File: src/rtl/modbus_pkg.sv
// -----------------------------------------------------------------------------
// modbus_pkg
// Shared definitions for the Modbus RTU receive path:
//   - CRC16 constants (reflected polynomial 0xA001, init 0xFFFF)
//   - bit positions inside the frame_err status word
//   - receive framer state encoding
//   - single-bit CRC16 update helper
// -----------------------------------------------------------------------------
package modbus_pkg;

  localparam logic [15:0] CRC_INIT      = 16'hFFFF;
  localparam logic [15:0] CRC_POLY_REFL = 16'hA001;

  // frame_err bit positions
  localparam int ERR_CRC   = 0;  // residue over all bytes is non-zero
  localparam int ERR_SHORT = 1;  // fewer than 4 bytes including CRC
  localparam int ERR_LONG  = 2;  // more than MAX_LEN bytes
  localparam int ERR_RX    = 3;  // UART error or CRC engine overrun
  localparam int ERR_GAP   = 4;  // inter-character silence reached t1.5
  localparam int ERR_W     = 5;

  typedef enum logic [1:0] {
    ST_SYNC = 2'd0,  // waiting for t3.5 of proven line silence
    ST_IDLE = 2'd1,  // between frames
    ST_RECV = 2'd2   // collecting a frame
  } state_t;

  // One LSB-first step of the reflected CRC16 shift register.
  function automatic logic [15:0] crc16_step(input logic [15:0] crc, input logic din);
    logic fb;
    fb = crc[0] ^ din;
    crc16_step = (crc >> 1) ^ (fb ? CRC_POLY_REFL : 16'h0000);
  endfunction

endpackage

File: src/rtl/crc16_byte_serial.sv
// -----------------------------------------------------------------------------
// crc16_byte_serial
// Bit-serial CRC16 (reflected, LSB first). A start pulse latches one byte and
// folds it into the running CRC over the following 8 cycles.
//   clk, rst : clock, synchronous active-high reset
//   init     : reload CRC_INIT (with start: the new byte is applied on top of it)
//   start    : accept data (ignored while busy)
//   data     : byte to fold into the CRC
//   busy     : high for the 8 cycles after an accepted start
//   crc      : running CRC value
// -----------------------------------------------------------------------------
module crc16_byte_serial
  import modbus_pkg::*;
(
  input  logic        clk,
  input  logic        rst,
  input  logic        init,
  input  logic        start,
  input  logic [7:0]  data,
  output logic        busy,
  output logic [15:0] crc
);

  logic [15:0] crc_r;
  logic [7:0]  shift_r;
  logic [2:0]  bit_cnt_r;
  logic        busy_r;

  // Byte latch, bit counter and CRC shift register
  always_ff @(posedge clk) begin
    if (rst) begin
      crc_r     <= CRC_INIT;
      shift_r   <= 8'h00;
      bit_cnt_r <= 3'd0;
      busy_r    <= 1'b0;
    end else if (start && !busy_r) begin
      crc_r     <= init ? CRC_INIT : crc_r;
      shift_r   <= data;
      bit_cnt_r <= 3'd0;
      busy_r    <= 1'b1;
    end else if (busy_r) begin
      crc_r     <= crc16_step(crc_r, shift_r[0]);
      shift_r   <= {1'b0, shift_r[7:1]};
      bit_cnt_r <= bit_cnt_r + 3'd1;
      busy_r    <= (bit_cnt_r != 3'd7);
    end else if (init) begin
      crc_r <= CRC_INIT;
    end
  end

  assign busy = busy_r;
  assign crc  = crc_r;

endmodule

File: src/rtl/modbus_frame_rx.sv
// -----------------------------------------------------------------------------
// modbus_frame_rx
// Modbus RTU receive framer: delimits frames by line silence, checks CRC16 over
// every byte and forwards the payload with the two trailing CRC bytes stripped.
//   clk, rst            : clock, synchronous active-high reset
//   rx_data/valid/err   : byte stream from the UART receiver
//   out_data/valid/sop  : payload bytes, sop on the first byte of a frame
//   frame_done          : one-cycle end-of-frame strobe
//   frame_ok/err/len    : frame status, updated with frame_done and held
// -----------------------------------------------------------------------------
module modbus_frame_rx
  import modbus_pkg::*;
#(
  parameter int GAP15   = 85938,
  parameter int GAP35   = 200521,
  parameter int MAX_LEN = 256
) (
  input  logic             clk,
  input  logic             rst,
  input  logic [7:0]       rx_data,
  input  logic             rx_valid,
  input  logic             rx_err,
  output logic [7:0]       out_data,
  output logic             out_valid,
  output logic             out_sop,
  output logic             frame_done,
  output logic             frame_ok,
  output logic [ERR_W-1:0] frame_err,
  output logic [7:0]       frame_len
);

  localparam int GW = $clog2(GAP35 + 1);
  localparam int LW = $clog2(MAX_LEN + 2);
  localparam logic [GW-1:0] GAP15_C   = GW'(GAP15);
  localparam logic [GW-1:0] GAP35_C   = GW'(GAP35);
  localparam logic [LW-1:0] MAX_LEN_C = LW'(MAX_LEN);
  localparam logic [LW-1:0] LEN_SAT_C = LW'(MAX_LEN + 1);

  state_t            state_r, state_nxt_s;
  logic [GW-1:0]     gap_r, gap_inc_s;
  logic [LW-1:0]     len_r, len_inc_s;
  logic [ERR_W-1:0]  err_r, err_set_s, err_final_s;
  logic              byte_first_s, byte_next_s, frame_end_s, emit_s;
  logic              crc_start_s, crc_busy_s;
  logic [15:0]       crc_s;
  logic [7:0]        dly0_r, dly1_r;
  logic [7:0]        out_data_r;
  logic              out_valid_r, out_sop_r, frame_done_r, frame_ok_r;
  logic [ERR_W-1:0]  frame_err_r;
  logic [7:0]        frame_len_r;

  assign gap_inc_s = (gap_r == GAP35_C) ? gap_r : gap_r + GW'(1);
  assign len_inc_s = (len_r == LEN_SAT_C) ? len_r : len_r + LW'(1);

  // State register
  always_ff @(posedge clk) begin
    if (rst) begin
      state_r <= ST_SYNC;
    end else begin
      state_r <= state_nxt_s;
    end
  end

  // Next state and per-cycle byte/frame strobes; a byte always beats the
  // end-of-frame decision in the same cycle
  always_comb begin
    state_nxt_s  = state_r;
    byte_first_s = 1'b0;
    byte_next_s  = 1'b0;
    frame_end_s  = 1'b0;
    case (state_r)
      ST_SYNC: begin
        if (!rx_valid && (gap_inc_s == GAP35_C)) begin
          state_nxt_s = ST_IDLE;
        end else begin
          state_nxt_s = ST_SYNC;
        end
      end
      ST_IDLE: begin
        if (rx_valid) begin
          state_nxt_s  = ST_RECV;
          byte_first_s = 1'b1;
        end else begin
          state_nxt_s = ST_IDLE;
        end
      end
      ST_RECV: begin
        if (rx_valid) begin
          state_nxt_s = ST_RECV;
          byte_next_s = 1'b1;
        end else if (gap_inc_s == GAP35_C) begin
          state_nxt_s = ST_IDLE;
          frame_end_s = 1'b1;
        end else begin
          state_nxt_s = ST_RECV;
        end
      end
      default: begin
        state_nxt_s = ST_SYNC;
      end
    endcase
  end

  // Line-silence counter: cleared by every received byte, saturates at t3.5
  always_ff @(posedge clk) begin
    if (rst) begin
      gap_r <= '0;
    end else if (rx_valid) begin
      gap_r <= '0;
    end else begin
      gap_r <= gap_inc_s;
    end
  end

  // A byte arriving while the engine is busy is counted but not folded in
  assign crc_start_s = byte_first_s | (byte_next_s & ~crc_busy_s);

  crc16_byte_serial u_crc (
    .clk   (clk),
    .rst   (rst),
    .init  (byte_first_s),
    .start (crc_start_s),
    .data  (rx_data),
    .busy  (crc_busy_s),
    .crc   (crc_s)
  );

  // Error flags raised by the current byte
  always_comb begin
    err_set_s = '0;
    if (byte_next_s) begin
      err_set_s[ERR_GAP]  = (gap_r >= GAP15_C);
      err_set_s[ERR_RX]   = rx_err | crc_busy_s;
      err_set_s[ERR_LONG] = (len_inc_s > MAX_LEN_C);
    end else if (byte_first_s) begin
      err_set_s[ERR_RX] = rx_err;
    end else begin
      err_set_s = '0;
    end
  end

  // Sticky error flags, restarted by the first byte of each frame
  always_ff @(posedge clk) begin
    if (rst) begin
      err_r <= '0;
    end else if (byte_first_s) begin
      err_r <= err_set_s;
    end else if (byte_next_s) begin
      err_r <= err_r | err_set_s;
    end
  end

  // End-of-frame error word: sticky flags plus length and residue checks
  always_comb begin
    err_final_s            = err_r;
    err_final_s[ERR_SHORT] = err_r[ERR_SHORT] | (len_r < LW'(4));
    err_final_s[ERR_CRC]   = err_r[ERR_CRC] | (crc_s != 16'h0000);
  end

  // Total byte count, CRC included, saturating one past MAX_LEN
  always_ff @(posedge clk) begin
    if (rst) begin
      len_r <= '0;
    end else if (byte_first_s) begin
      len_r <= LW'(1);
    end else if (byte_next_s) begin
      len_r <= len_inc_s;
    end
  end

  // Two-byte hold-back: the last two bytes of a frame (its CRC) never leave
  always_ff @(posedge clk) begin
    if (rst) begin
      dly0_r <= 8'h00;
      dly1_r <= 8'h00;
    end else if (byte_first_s) begin
      dly0_r <= rx_data;
      dly1_r <= 8'h00;
    end else if (byte_next_s) begin
      dly0_r <= rx_data;
      dly1_r <= dly0_r;
    end
  end

  assign emit_s = byte_next_s && (len_inc_s >= LW'(3)) && (len_inc_s <= MAX_LEN_C);

  // Registered payload output, one cycle after the releasing byte
  always_ff @(posedge clk) begin
    if (rst) begin
      out_data_r  <= 8'h00;
      out_valid_r <= 1'b0;
      out_sop_r   <= 1'b0;
    end else begin
      out_valid_r <= emit_s;
      out_sop_r   <= emit_s && (len_inc_s == LW'(3));
      if (emit_s) begin
        out_data_r <= dly1_r;
      end
    end
  end

  // End-of-frame strobe and held status
  always_ff @(posedge clk) begin
    if (rst) begin
      frame_done_r <= 1'b0;
      frame_ok_r   <= 1'b0;
      frame_err_r  <= '0;
      frame_len_r  <= 8'h00;
    end else begin
      frame_done_r <= frame_end_s;
      if (frame_end_s) begin
        frame_err_r <= err_final_s;
        frame_ok_r  <= (err_final_s == '0);
        frame_len_r <= (len_r >= LW'(2)) ? 8'(len_r - LW'(2)) : 8'h00;
      end
    end
  end

  assign out_data   = out_data_r;
  assign out_valid  = out_valid_r;
  assign out_sop    = out_sop_r;
  assign frame_done = frame_done_r;
  assign frame_ok   = frame_ok_r;
  assign frame_err  = frame_err_r;
  assign frame_len  = frame_len_r;

endmodule

File: config.mk
export PLATFORM = sky130hd
export DESIGN_NAME = modbus_frame_rx
export DESIGN_NICKNAME = d
export VERILOG_FILES = /design/src/rtl/modbus_pkg.sv /design/src/rtl/crc16_byte_serial.sv /design/src/rtl/modbus_frame_rx.sv
export SDC_FILE = /design/constraint.sdc
export NUM_CORES = 1
export LEC_CHECK = 0
export ABC_AREA = 0
export BUFFER_PORTS_ARGS = -buffer_cell sky130_fd_sc_hd__buf_4
export CAP_MARGIN = 10
export CORE_ASPECT_RATIO = 0.6
export CORE_MARGIN = 2
export CORE_UTILIZATION = 54
export CTS_CLUSTER_SIZE = 20
export DETAILED_ROUTE_END_ITERATION = 16
export MAX_ROUTING_LAYER = met4
export PLACE_DENSITY = 0.85
export SLEW_MARGIN = 40
export SYNTH_ARGS = -nofsm -noshare
export SYNTH_HDL_FRONTEND = slang
export SYNTH_SLANG_ARGS = --single-unit
export TNS_END_PERCENT = 1
File: constraint.sdc
create_clock -name clk -period 2.6 [get_ports clk]
set_input_delay 0.39 -clock clk [delete_from_list [all_inputs] [get_ports clk]]
set_output_delay 0.39 -clock clk [all_outputs]
set_load 0.01 [all_outputs]
* After elaboration in Yosys (flattened, before gate mapping)
Cells that the tools add are included.
** Word-level totals
- Register bits after elaboration :: 103
- Latch bits :: 0
- Memories kept :: 0
- Memory bits (writable) :: 0
- ROM bits :: 0
- Input port bits :: 12
** Operators by class
- Bitwise logic cells :: 9
- Reductions and logical operators :: 15
- Multiplexer cells :: 30
- Shift-type cells :: 0
- $add $sub $neg :: 4
- Divide/modulo/power cells :: 0
- Equality and inequality tests :: 7
- $lt $le $gt $ge :: 6
- Multipliers :: 0
** Operators by type and width (number)
- $mux W16 :: 4
- $mux W8 :: 5
- $eq A18 B18 Y1 const B :: 2
- $add A18 B1 Y18 const B :: 1
- $ge A18 B17 Y1 const B :: 1
- $ge A9 B2 Y1 const B :: 2
- $mux W18 :: 1
- $reduce_bool A16 Y1 :: 1
- $xor A15 B16 Y16 :: 1
- $mux W1 :: 12
- $mux W5 :: 2
- $add A9 B1 Y9 const B :: 1
- $eq A9 B2 Y1 const B :: 1
- $eq A9 B9 Y1 const B :: 1
- $gt A9 B9 Y1 const B :: 1
- $le A9 B9 Y1 const B :: 1
- $lt A9 B3 Y1 const B :: 1
- $mux W9 :: 1
- $sub A8 B2 Y8 const B :: 1
- $mux W2 :: 3
- $pmux W2 S3 :: 1
- $reduce_or A2 Y1 :: 3
- $logic_and A1 B1 Y1 :: 5
- $logic_not A5 Y1 :: 1
- 13 further kinds :: 18

* Logic depth before layout (Yosys ltp)
- Depth after elaboration :: 7
- Depth in mapped cells :: 10
- Gate-level depth less buffers :: 8

* Cells and area by module
A second synthesis with hierarchy kept.
** Unflattened totals
- Cell total of the unflattened synthesis :: 577
- Area total of the unflattened synthesis :: 4845.9 um2
** By module, submodules not included
- modbus_frame_rx :: area each 3677.3 um2, cells each 452, sequential area each 1461.4 um2, times used 1
- crc16_byte_serial :: area each 1168.6 um2, cells each 125, sequential area each 560.5 um2, times used 1

* Worst setup path before layout
Ideal clock, no wire load.
- Path kind :: register -> register
- Start point :: register gap_r[7]
- End point :: register frame_err_r[0], in the netlist frame_err[0]
- Path buffers :: 2
- Stages on the path, launching flop included :: 9
- Setup time :: 0.121 ns
- Path slack :: -0.109 ns
- Data arrival time :: 2.589 ns
- Cell sequence :: dfxtp_1 > buf_6 > or3b_1 > or2_1 > or4_4 > a2111oi_2 > and4_1 > buf_6 > mux2_2
** Between the ends
- Longest elaborated chain between the ends :: 6
** Ends and longest elaborated chain
- from (decl) :: line modbus_frame_rx.sv:40 : logic [GW-1:0] gap_r, gap_inc_s;
- from (signal assigned) :: line modbus_frame_rx.sv:111 : gap_r <= gap_inc_s;
- $add A18 B1 Y18 / $eq A18 B18 Y1 (equally long branches) :: line modbus_frame_rx.sv:52 : assign gap_inc_s = (gap_r == GAP35_C) ? gap_r : gap_r + GW'(1);
- $mux W18 * :: line modbus_frame_rx.sv:52
- $eq A18 B18 Y1 * :: line modbus_frame_rx.sv:91 : end else if (gap_inc_s == GAP35_C) begin
- $mux W1 * :: line modbus_frame_rx.sv:91
- $mux W1 * :: line modbus_frame_rx.sv:88 : if (rx_valid) begin
- $mux W1 * :: line modbus_frame_rx.sv:71 : case (state_r)
- to (signal assigned) :: line modbus_frame_rx.sv:212 : frame_err_r <= err_final_s;
- to (decl) :: line modbus_frame_rx.sv:49 : logic [ERR_W-1:0] frame_err_r;
Mark *: on every way between the ends. The rest lies on a longest branch, timed or not.
A chain may end at the register's enable or synchronous reset.

* Worst setup path in the final report
- Start point :: register gap_r[7]
- End point :: register frame_len_r[5], in the netlist frame_len[5]
** Between the ends
- Longest elaborated chain between the ends :: 6
** Ends and longest elaborated chain
- $add A18 B1 Y18 / $eq A18 B18 Y1 (equally long branches) :: line modbus_frame_rx.sv:52
- $mux W18 * :: line modbus_frame_rx.sv:52
- $eq A18 B18 Y1 * :: line modbus_frame_rx.sv:91
- $mux W1 * :: line modbus_frame_rx.sv:91
- $mux W1 * :: line modbus_frame_rx.sv:88
- $mux W1 * :: line modbus_frame_rx.sv:71
- to (signal assigned) :: line modbus_frame_rx.sv:214 : frame_len_r <= (len_r >= LW'(2)) ? 8'(len_r - LW'(2)) : 8'h00;
- to (decl) :: line modbus_frame_rx.sv:50 : logic [7:0] frame_len_r;
Marked as above.

==> impl_metrics.csv <==
group,metric,value,unit
critical_path,crit_slowest_cell,"or4_4",
global_routing,grt_pass1_vias,3806,
critical_path,worstPathMaxFanout,5,
yosys,synth_ff_type,"dfxtp_1",
power,internal-power,2.439,mW
die,die_h,76.32,µm
critical_path,cp.required,2.84,ns
yosys,netlist_area,4707,µm²
yosys,netlist-cell-type-count,52,
placement,placed_cells,691,
critical_path,worstSetupPathType,"reg -> reg",
critical_path,crit_path_start,"gap_r[7]",
clock_tree,cts_hold_buf,0,
sta,rsz0062_at_grt,"true",
power,p_sw_share,20.56,%
routing,first_pass_iters,5,
critical_path,rr_worst_depth,6,
global_routing,antenna_found_initial,0,
die,core.rowCount,26,
die,io-pin-count,37,
hold_path,worstHoldPathCells,3,
flow_run,max_cap_violations,0,
yosys,synth_nets,568,
critical_path,crit_chain,"or3b_4, or2_4, or4_4, a2111oi_4, and4_4, mux2_2",
sta,finalHoldViolCount,0,
placement,io_buffers,36,
die,dieArea,9504,µm²
power,ir_drop,0.0003240,V
cells_and_area,fin_cells,709,
yosys,ys_warn_count,0,
hold_path,worstHoldStart,"rx_err",
global_routing,grt_use_total,24.11,%
outcome,status,"finished with violations",
sta,setup_ws,-0.1213,ns
hold_path,hold_end,"err_r[3]",
power,combPwrFrac,1.9,%
placement,finalWeightedCongestion,0.9167,
critical_path,endpoint_kind,"flop",
cells_and_area,diodes,0,
routing,wirelength,10990,µm
power,clkPwrFrac,47.6,%
sta,finClkSkew,0.007718,ns
clock_tree,h-tree-depth,3,
cells_and_area,syn_to_final_growth,18.37,%
power,finalPower,3.071,mW
clock_tree,cts_root_buf,"clkbuf_16",
power,power-per-cell-area,551.2,nW/µm²
yosys,synthCells,546,
cells_and_area,final_cell_mix,"dfxtp_1 (97), nand2_1 (76), buf_4 (66)",
critical_path,timing.rr.start,"gap_r[7]",
clock_tree,cts_tree,"yes",
yosys,synth_seq_cells,101,
routing,drc,0,
cells_and_area,final_nets,614,
global_routing,grt_max_degree,73,
cells_and_area,fillers,640,
cells_and_area,final_common_cell,"dfxtp_1",
sta,period_share,104.7,%
global_routing,grt_overflow,0,
clock_tree,path_clk_slew,0.07,ns
sta,slew_headroom,49.69,%
power,leakage,2.000,nW
global_routing,grt_pass1_wl,18220,µm
placement,hpwlAfterDp,7601,µm
sta,finalSetupViolCount,14,
yosys,yosysSeqAreaShare,42.96,%
cells_and_area,fin_area,5572,µm²
critical_path,r2r_end,"frame_len[5]",
placement,placed_cell_area,5201,µm²
hold_path,hold_path_class,"in -> reg",
routing,antenna_left,0,
clock_tree,cts_sinks,101,
power,p_sw,0.6315,mW
sta,timing.fmax,0.3675,GHz
clock_tree,cts_buffers,9,
critical_path,max_stage_delay,0.51,ns
outcome,violations,"negative setup slack",
yosys,synth_edf_count,0,
routing,vias_per_cell,5.698,
critical_path,worst_setup_path_start_kind,"flop",
clock_tree,insertion_delay,0.35,ns
clock_tree,cts_buffer_depth,2,
sta,tightest_slew,0.7538,ns
power,p_seq_share,50.5,%
sta,drv_slew,0,
critical_path,worst_ep_arrival_time,2.96,ns
sta,fin_crit,2.721,ns
die,core_area,8491,µm²
die,die_w,124.5,µm
cells_and_area,drive_above_1_share,18.43,%
placement,dp_slack,-0.1657,ns
critical_path,rrSetupSlack,-0.12,ns
routing,vias,4040,
yosys,synth.avg_cell_area,8.621,µm²
yosys,synthArstFlopShare,0,%
routing,post_drt_wl_per_cell,15.50,µm
die,initial_core_util,55.44,%
routing,drt_iter0_markers,432,
[registers in the layout, summed over array words and instances (netlist names)]
register and cells:
frame_done 1, u_crc.shift_r 8, frame_err 5, state_r 2
frame_ok 1, frame_len 8, u_crc.bit_cnt_r 3, gap_r 18
err_r 3, u_crc.crc 16, dly1_r 8, dly0_r 8
out_valid 1, len_r 9, u_crc.busy 1, out_sop 1
out_data 8
[area by class of cell]
type                       instances  area, µm²  area share [%]
multi-input combinational        404       2531           45.43
tap                              112      140.1           2.515
inverter                           8      30.03          0.5390
sequential                       101       2027           36.38
clock inverter                     6      86.33           1.550
timing repair buffer              68      518.0           9.297
clock buffer                      10      239.0           4.289
[cells in the mapped netlist, types with 2 or more instances]
library cell | n | area share [%]
inv_1 | 8 | 0.64
mux2i_1 | 24 | 5.1
a211o_1 | 3 | 0.56
clkbuf_1 | 27 | 2.2
nand2b_1 | 37 | 4.9
xor2_1 | 14 | 2.6
nand3b_1 | 3 | 0.48
nor4_1 | 11 | 1.5
o21ai_0 | 6 | 0.64
or3_1 | 6 | 0.80
dfxtp_1 | 101 | 43
nand4_1 | 11 | 1.5
mux2_2 | 3 | 0.72
xnor2_1 | 14 | 2.6
a21oi_1 | 37 | 3.9
o31ai_1 | 4 | 0.64
and4_1 | 2 | 0.37
nor2_1 | 49 | 3.9
a211oi_1 | 7 | 1.1
a21o_1 | 7 | 1.1
ha_1 | 10 | 2.7
nand3_1 | 12 | 1.3
nor3_1 | 11 | 1.2
nor2b_1 | 9 | 1.2
and2_1 | 3 | 0.40
a22oi_1 | 2 | 0.32
or2_2 | 8 | 1.1
buf_6 | 2 | 0.48
nand2_1 | 76 | 6.1
o211ai_1 | 2 | 0.32
o22a_1 | 14 | 2.6
o22ai_1 | 2 | 0.27
buf_1 | 2 | 0.16
[per-stage QoR]
step                      util [%]  setup TNS [ns]  hold slack [ns]
after floorplan                  -               0           0.4321
after global placement       61.23        -0.01830           0.4445
after detailed placement     61.26          -1.911           0.4498
after CTS                    65.25               0           0.2930
after global routing         65.62          -1.988           0.3251
final                        65.62         -0.9909           0.3081
[per-layer routing]
metal | global-route usage, % | up-vias | wire (µm)
met1 | 32.52 | 1856 | 5214
li1 | - | 1980 | -
met5 | - | - | 0
met3 | 7.795 | 15 | 931
met2 | 35.63 | 189 | 4738
met4 | 5.281 | 0 | 101
[critical path, delay by kind of cell (launching register included)]
kind            cells  cell delay (ns)
flops               1             0.33
mux                 1             0.35
compound gates      1             0.44
simple gates        4             1.50
[power by group through the flow]
stage          Clock, mW  Sequential (mW)  Combinational, mW
6_report            1.46             1.55             0.0598
5_1_grt             1.54             1.55             0.0655
4_1_cts             1.48             1.55             0.0593
3_5_place_dp           0             1.59             0.0588
3_3_place_gp           0             1.59             0.0575
2_1_floorplan          0             1.59             0.0395
[how the worst max path moves through the flow]
| stage | end | depth (start not counted) |
|---|---|---|
| 3_5_place_dp | frame_len[2] | 8 |
| 5_1_grt | frame_len[2] | 7 |
| 4_1_cts | frame_len[2] | 7 |
| 6_report | frame_len[5] | 6 |
| 2_1_floorplan | frame_err[0] | 8 |
| 3_3_place_gp | frame_len[7] | 7 |
[logic make-up (layout without fill, tap and decap cells)]
family	Yosys count	in the layout	share of synthesized area, %
AND/OR/NAND/NOR	247	247	26.24
AO/OA/AOI/OAI	92	92	13.16
adder cells (fa/ha/maj)	10	10	2.658
flip-flops	101	101	42.96
XOR/XNOR	28	28	5.210
buffers and inverters	41	92	3.961
multiplexers	27	27	5.821
[what timing repair did]
item | 4_1_cts | 5_1_grt
resized for setup | 5 | 6
gates cloned | 0 | 0
setup endpoints to repair | 14 | 14
setup buffers | 0 | 2
pin swaps | 2 | 7
No activity file was read; power rests on OpenSTA's default activity.
